===== src/rtl/wrr_arbiter.sv =====
// Weighted round-robin arbiter: a winner keeps the grant for max(weight,1) acked beats.
// Zero-cycle grant from registered rotation/lock state; ack_i advances the state.
module wrr_arbiter #(
  parameter int NUM_REQ = 4,
  parameter int CNT_W   = 4,
  parameter int IDX_W   = $clog2(NUM_REQ)
) (
  input  logic                     clk,
  input  logic                     reset,
  input  logic [NUM_REQ-1:0]       req_i,
  input  logic [NUM_REQ*CNT_W-1:0] weight_i,
  input  logic                     ack_i,
  output logic [NUM_REQ-1:0]       gnt_o,
  output logic                     gnt_vld_o,
  output logic [IDX_W-1:0]         gnt_idx_o,
  output logic                     locked_o
);

  logic [IDX_W-1:0] last_q, last_d;
  logic [IDX_W-1:0] owner_q, owner_d;
  logic [CNT_W-1:0] cnt_q, cnt_d;
  logic             lock_q, lock_d;

  logic [CNT_W-1:0] w_arr [NUM_REQ];
  logic             locked_mode;
  logic [IDX_W-1:0] base;
  logic             win_found;
  logic [IDX_W-1:0] win_idx;
  logic [CNT_W-1:0] win_w;
  int               cand;

  for (genvar g = 0; g < NUM_REQ; g++) begin : g_wt
    assign w_arr[g] = weight_i[g*CNT_W +: CNT_W];
  end

  assign locked_mode = lock_q && req_i[owner_q];

  // An abandoning owner searches from its own index so it never regrants ahead of others.
  always_comb begin
    base      = lock_q ? owner_q : last_q;
    win_found = 1'b0;
    win_idx   = '0;
    cand      = 0;
    for (int k = 1; k <= NUM_REQ; k++) begin
      cand = int'(base) + k;
      if (cand >= NUM_REQ) cand = cand - NUM_REQ;
      if (!win_found && req_i[IDX_W'(cand)]) begin
        win_found = 1'b1;
        win_idx   = IDX_W'(cand);
      end
    end
  end

  assign win_w = (w_arr[win_idx] == '0) ? CNT_W'(1) : w_arr[win_idx];

  always_comb begin
    last_d  = last_q;
    owner_d = owner_q;
    cnt_d   = cnt_q;
    lock_d  = lock_q;
    if (locked_mode) begin
      if (ack_i) begin
        if (cnt_q == CNT_W'(1)) begin
          lock_d = 1'b0;
          cnt_d  = '0;
          last_d = owner_q;
        end else begin
          cnt_d = cnt_q - CNT_W'(1);
        end
      end
    end else begin
      if (lock_q) begin
        lock_d = 1'b0;
        cnt_d  = '0;
        last_d = owner_q;
      end
      if (win_found && ack_i) begin
        if (win_w == CNT_W'(1)) begin
          last_d = win_idx;
          lock_d = 1'b0;
        end else begin
          owner_d = win_idx;
          cnt_d   = win_w - CNT_W'(1);
          lock_d  = 1'b1;
        end
      end
    end
  end

  always_ff @(posedge clk) begin
    if (reset) begin
      last_q  <= IDX_W'(NUM_REQ - 1);
      owner_q <= '0;
      cnt_q   <= '0;
      lock_q  <= 1'b0;
    end else begin
      last_q  <= last_d;
      owner_q <= owner_d;
      cnt_q   <= cnt_d;
      lock_q  <= lock_d;
    end
  end

  always_comb begin
    gnt_vld_o = !reset && (locked_mode || win_found);
    locked_o  = !reset && locked_mode;
    gnt_idx_o = '0;
    if (!reset) begin
      if (locked_mode)    gnt_idx_o = owner_q;
      else if (win_found) gnt_idx_o = win_idx;
    end
    gnt_o = gnt_vld_o ? (NUM_REQ'(1) << gnt_idx_o) : '0;
  end

endmodule


===== config.mk =====
export PLATFORM = sky130hd
export DESIGN_NAME = wrr_arbiter
export DESIGN_NICKNAME = d
export VERILOG_FILES = /design/src/rtl/wrr_arbiter.sv
export SDC_FILE = /design/constraint.sdc
export NUM_CORES = 1
export LEC_CHECK = 0
export CORE_ASPECT_RATIO = 0.7
export CORE_MARGIN = 1.5
export CORE_UTILIZATION = 45
export DETAILED_ROUTE_END_ITERATION = 8
export PLACE_DENSITY = 0.76
export SLEW_MARGIN = 30
export SYNTH_ARGS = -nofsm -noshare
export SYNTH_HDL_FRONTEND = slang
export SYNTH_SLANG_ARGS = --single-unit

===== constraint.sdc =====
create_clock -name clk -period 7.3 [get_ports clk]
set_input_delay 0.73 -clock clk [delete_from_list [all_inputs] [get_ports clk]]
set_output_delay 0.73 -clock clk [all_outputs]
set_load 0.05 [all_outputs]

==> out/results.txt, run 1 <==
Outcome = finished clean
1st-iter DRT viols = 99
Static leakage = 0.549 nW
Dominant synthesized flop cell = dfxtp_1
Slew @ Worst Pin = 0.667 ns
Post-synth ARST share = 0
Crit path max fanout = 11
Clock latency on the worst-skew pair = 0.26 ns
Placeable Area = 0.00221 mm2
Post-synth net total = 166
WL per Instance = 14.7 um
Largest net degree at the start of global routing = 15
Hold buffers post-CTS = 0
Die H = 44.0 um
Placed Area = 0.00139 mm2
Max VDD drop = 0.0000962 V
Clock tree sinks = 9
Clock transition at the registers of the reported paths = 0.06 ns
CTS tree = done
Vias/cell = 5.99
Multi-input logic area = 822 um2
Cell variety after synth = 46
CP endpoint kind = output port
Routability cong. = 0.882
Number of flops mapped to enable cells by yosys = 0
Hold Vio Cnt, Final = 0
Drt pass-1 iters = 4
RSZ-0062 raised after global routing = no
CTS buffer count = 3
Startpoint types = input pin
DRT antenna net count = 0
Setup TNS = 0 ns
Antenna cells = 0
Gate Count Post-Synth = 139
Die W = 61.5 um
Met2 wire length = 1.30 mm
FP Rows = 14
FF/Latch Area = 180 um2
Met3 WL = 253 um
Top post-synthesis cells by area = dfxtp_1 (17%), mux2i_1 (8.4%), nor2_1 (5.9%)
Initial Utilization = 0.489
Area grow syn2layout = 31.4%
Final nets = 196
Register area share after synthesis = 0.167
IO buf count = 30
Wl on met1 = 1.35 mm
Setup CP Type = input pin to output port
Yosys top cell area share = 0.167
Grt total ovfl = 0
Htree depth = 1
Vias in the first global route = 1036
Total global-route track usage = 0.231
Slew Viols, Final = 0
First-pass GRT wire length = 4.69 mm
Fmax = 0.227 GHz
Type of the tightest min-delay check = register to register
Flops & latches, synth = 9
Number of fill cells = 197
Total routed wirelength = 2.93 mm
Die ar. = 0.00270 mm2
Longest Clk Path Bufs = 2
DP Wirelength = 2.38 mm
Max Cap Violations = 0
Commonest cells after routing, fill and taps aside = clkdlybuf4s50_1 (30), nor2_1 (17), inv_1 (13), o21ai_0 (10)
Leading area contributor after synthesis = dfxtp_1
Fin crit share = 0.602
Boundary Pins = 31
Max Clock Skew = 0.00286 ns
Via count = 1198
Tmin final = 4.40 ns
Req. time, crit path = 6.57 ns
Relative slew slack = 0.551
Post-Syn Area per Cell = 7.76 um2
Final Cell Area = 0.00142 mm2
Post-CTS setup buffer count = 0
Initial antenna violation count = 0
Synth warnings = 0
Crit path DAT = 3.67 ns
DRC = 0
Most common cell after layout, fill and taps aside = clkdlybuf4s50_1
PwrDens = 249 mW/mm2
Share of layout cells above drive strength 1 = 0.107
Clock root buffer master = clkbuf_4
Top layer in use = met4
Synthesized area = 0.00108 mm2
Post-CTS Resized = 0
Final Setup Violations = 0
[metrics by stage]
step	setup WS [ns]	util	total power, mW	instances	hold WS, ns
after floorplan	3.56	-	0.251	139	0.481
after global placement	2.99	0.630	0.306	196	0.530
after detailed placement	2.94	0.630	0.311	196	0.551
after CTS	2.92	0.642	0.350	200	0.570
after global routing	2.79	0.642	0.381	200	0.584
final	2.90	0.642	0.353	200	0.572
[worst max-delay path, stage by stage]
cell             delay (ns)
clkdlybuf4s50_1        0.54
mux4_2                 0.57
nand2_1                0.33
mux2i_1                0.47
and3_1                 0.22
clkdlybuf4s50_1        0.80
[sequential cells by signal (all words and copies together) (netlist names)]
register and cells:
last_q 2, owner_q 2, cnt_q 4, lock_q 1
[cells in the mapped netlist (2+ instances only)]
cell	count
nor4_1	4
clkbuf_1	3
mux2_2	2
o22ai_1	2
a311o_1	2
a32oi_1	2
nand3_1	3
nor2b_1	2
dfxtp_1	9
a31oi_1	3
nor2_1	17
o32a_1	2
nor3_1	4
inv_1	13
mux2i_1	9
nand2_1	9
ha_1	4
mux4_2	2
and3_1	4
o21ai_0	10
a21oi_1	8
[final timing paths]
| path | endpoint | slack (ns) | from | cells past startpoint |
|---|---|---|---|---|
| setup / recovery | gnt_o[0] | 2.90 | req_i[3] | 6 |
| hold / removal | cnt_q[1]$_SDFFE_PP0P_ | 0.57 | cnt_q[1]$_SDFFE_PP0P_ | 1 |
| setup reg to reg | cnt_q[1]$_SDFFE_PP0P_ | 3.61 | lock_q$_SDFFE_PP0P_ | 14 |
| hold reg to reg | cnt_q[1]$_SDFFE_PP0P_ | 0.57 | cnt_q[1]$_SDFFE_PP0P_ | 1 |
[metal layers]
layer / up-vias / global-route usage
li1: 579 / -
met1: 542 / 0.327
met2: 73 / 0.366
met3: 4 / 0.0299
met4: 0 / 0.0681
met5: - / 0
[cells by family (layout without fill, tap and decap cells)]
kind of cell / Yosys count / after routing / share of synthesized area
simple gates: 53 / 53 / 0.258
mux: 13 / 13 / 0.146
fa+ha+maj: 4 / 4 / 0.0464
compound gates: 41 / 41 / 0.304
buf+inv: 18 / 47 / 0.0708
flops: 9 / 9 / 0.167
xor+xnor: 1 / 1 / 0.00812
[power by group]
part	switching, mW	internal [mW]	leakage, nW
Clock	0.0173	0.0211	0.0150
Sequential	0.0171	0.0610	0.0743
Combinational	0.137	0.0989	0.460
[area by class of cell]
class / count / share of cell area
clock buffers: 4 / 0.0185
multi-input cells: 112 / 0.580
well taps: 32 / 0.0282
inverters: 13 / 0.0344
flip-flops and latches: 9 / 0.127
repair buffers: 30 / 0.212
Power figures use the tool's default switching activity.
==> run 2: changes to the inputs <==
==> constraint.sdc (replaced) <==
create_clock -name clk -period 4.25 [get_ports clk]
set_input_delay 0.425 -clock clk [delete_from_list [all_inputs] [get_ports clk]]
set_output_delay 0.425 -clock clk [all_outputs]
set_load 0.05 [all_outputs]
==> run 2 against run 1 <==
Global-route usage grew 1.5 points. Wire length grew 2.0%. Worst setup slack got worse by 2.5 ns. Sequential share of layout area unchanged. Clock skew barely moved. Via count is 0.33% lower. First-iteration DRC count shrank 36%. Power up 73%. Hold slack improved by 0.011 ns. Critical path type is now input pin to register.
==> out/results.txt, run 2 (synthesized netlist as in run 1, its figures left out) <==
Outcome = finished clean
Largest net degree at the start of global routing = 15 (unchanged)
Slew Viols, Final = 0 (unchanged)
Vias/cell = 5.97 (-0.33%)
Buf+Inv Stages, Crit Path = 2 (unchanged)
First-pass GRT wire length = 4.88 mm (+4.1%)
Sw Ratio = 0.489 (+0.00224)
Tmin final = 3.81 ns
Max VDD drop = 0.000169 V (+76%)
Hold Vio Cnt, Final = 0 (unchanged)
Clock root buffer master = clkbuf_4
Total routed wirelength = 2.99 mm (+2.0%)
CTS tree = done
Reg2Reg Setup Slack = 0.48 ns (-3.13 ns)
Final Cell Area = 0.00142 mm2 (unchanged)
Relative slew slack = 0.549 (-0.00264)
Hold Path Depth = 1 (unchanged)
Reg power frac = 0.222 (about the same)
Slowest stage delay, CP = 0.61 ns (-0.19 ns)
Worst reg2reg startpoint = lock_q$_SDFFE_PP0P_
IO buf count = 30 (unchanged)
Most common cell after layout, fill and taps aside = clkdlybuf4s50_1
WL per Instance = 15.0 um (+2.0%)
Via count = 1194 (-0.33%)
Boundary Pins = 31 (unchanged)
Fin crit share = 0.897
Startpoint types = input pin
Crit-path cells = clkdlybuf4s50_1 -> and2b_1 -> a211oi_2 -> o21ai_0 -> nand3_1 -> a32oi_1 -> nor2_1 -> a21oi_1 -> inv_1 -> ha_1 -> nand2_1 -> a21oi_1 -> nor4_2 -> nor3_1 -> a221o_1
Final nets = 196 (unchanged)
Area grow syn2layout = 31.4% (unchanged)
Die H = 44.0 um (unchanged)
Max reg flops = 4 (unchanged)
DP Wirelength = 2.38 mm (-0.34%)
Placed Area = 0.00139 mm2 (unchanged)
Slew @ Worst Pin = 0.671 ns (+0.00392 ns)
Clock power share = 0.117 (+0.008)
Number of fill cells = 197 (unchanged)
Longest Clk Path Bufs = 2 (unchanged)
Top delay family on crit path = compound AO/OA/AOI/OAI gates
CTS buffer count = 3 (unchanged)
Crit. path cell count = 15 (+9)
Clock latency on the worst-skew pair = 0.27 ns (about the same)
Crit path max fanout = 8 (-3)
R2R depth = 14 (unchanged)
Max Clock Skew = 0.00323 ns (+0.000367 ns)
Hold path start = cnt_q[1]$_SDFFE_PP0P_
Hold buffers post-CTS = 0 (unchanged)
Post-CTS Resized = 0 (unchanged)
DRC = 0 (unchanged)
Final Setup Violations = 0 (unchanged)
Largest Register = cnt_q
FP Rows = 14 (unchanged)
Setup TNS = 0 ns (unchanged)
Post-CTS setup buffer count = 0 (unchanged)
Pint = 0.311 mW (+72%)
Placed cells = 196 (unchanged)
Biggest regs = cnt_q (4), last_q (2), owner_q (2)
Net Sw Power = 0.298 mW (+73%)
Drt pass-1 iters = 4 (unchanged)
Vias in the first global route = 1069 (+3.2%)
Type of the tightest min-delay check = register to register
Commonest cells after routing, fill and taps aside = clkdlybuf4s50_1 (30), nor2_1 (17), inv_1 (13), o21ai_0 (10)
Setup CP Type = input pin to register
PwrDens = 430 mW/mm2 (+73%)
Crit-path most repeated cell = a21oi_1
Non-Filler Instances = 200 (unchanged)
CP endpoint kind = register
Crit path DAT = 3.97 ns (+0.30 ns)
Max Cap Violations = 0 (unchanged)
Total global-route track usage = 0.247 (+0.0152)
Initial Utilization = 0.489 (unchanged)
Die ar. = 0.00270 mm2 (unchanged)
Static leakage = 0.549 nW (unchanged)
Fmax = 0.262 GHz
Htree depth = 1 (unchanged)
Reg-to-reg endpoint = cnt_q[1]$_SDFFE_PP0P_
Clock tree sinks = 9 (unchanged)
RSZ-0062 raised after global routing = no
Worst hold endpoint = cnt_q[1]$_SDFFE_PP0P_
Grt total ovfl = 0 (unchanged)
Power share of the combinational group = 0.661 (-0.009)
Share of layout cells above drive strength 1 = 0.107 (unchanged)
Final WS setup = 0.436 ns (-2.47 ns)
Initial antenna violation count = 0 (unchanged)
Place WS = 0.223 ns (-2.71 ns)
DRT antenna net count = 0 (unchanged)
Req. time, crit path = 4.41 ns (-2.16 ns)
Routability cong. = 0.923 (+4.6%)
Placeable Area = 0.00221 mm2 (unchanged)
Worst path slowest cell = clkdlybuf4s50_1
1st-iter DRT viols = 63 (-36%)
Die W = 61.5 um (unchanged)
Antenna cells = 0 (unchanged)
Clock transition at the registers of the reported paths = 0.06 ns (about the same)
run 2: cell counts in the layout (fill, tap and decap cells not counted):
No cell type changed its count.
run 2: metal layers:
layer	part of all wire	vias to the layer above	global-route usage
met2	0.44	61	0.373
met3	0.070	9	0.0567
met1	0.47	545	0.347
met4	0.018	0	0.0766
li1	-	579	-
met5	0	-	0
run 2: power by group through the flow:
| stage | Clock (mW) | Sequential [mW] | Combinational, mW |
|---|---|---|---|
| floorplan | 0 | 0.119 | 0.312 |
| global placement | 0 | 0.135 | 0.388 |
| detailed placement | 0 | 0.136 | 0.398 |
| CTS | 0.0701 | 0.134 | 0.399 |
| global route | 0.0755 | 0.139 | 0.441 |
| finish | 0.0710 | 0.135 | 0.403 |
run 2: worst max path at each step:
stage                     slack, ns               endpoint               startpoint
after floorplan                0.93               gnt_o[1]  owner_q[1]$_SDFFE_PP0P_
after global placement         0.36  cnt_q[0]$_SDFFE_PP0P_                 req_i[3]
after detailed placement       0.22  cnt_q[1]$_SDFFE_PP0P_                 req_i[3]
after CTS                      0.52  cnt_q[1]$_SDFFE_PP0P_                 req_i[3]
after global routing            0.1  cnt_q[1]$_SDFFE_PP0P_                 req_i[3]
final                          0.44  cnt_q[1]$_SDFFE_PP0P_                 req_i[3]
run 2: layout make-up:
cell class	count	area, um2	area share
inverter	13	48.8	0.0344
sequential	9	180	0.127
clock buffer	4	26.3	0.0185
timing repair buffer	30	300	0.212
tap	32	40.0	0.0282
multi-input combinational	112	822	0.580
run 2: per-stage QoR:
step | utilization | hold WS, ns | total power [mW]
floorplan | - | 0.481 | 0.431
global placement | 0.630 | 0.533 | 0.523
detailed placement | 0.630 | 0.548 | 0.534
CTS | 0.642 | 0.566 | 0.603
global route | 0.642 | 0.602 | 0.655
finish | 0.642 | 0.583 | 0.609
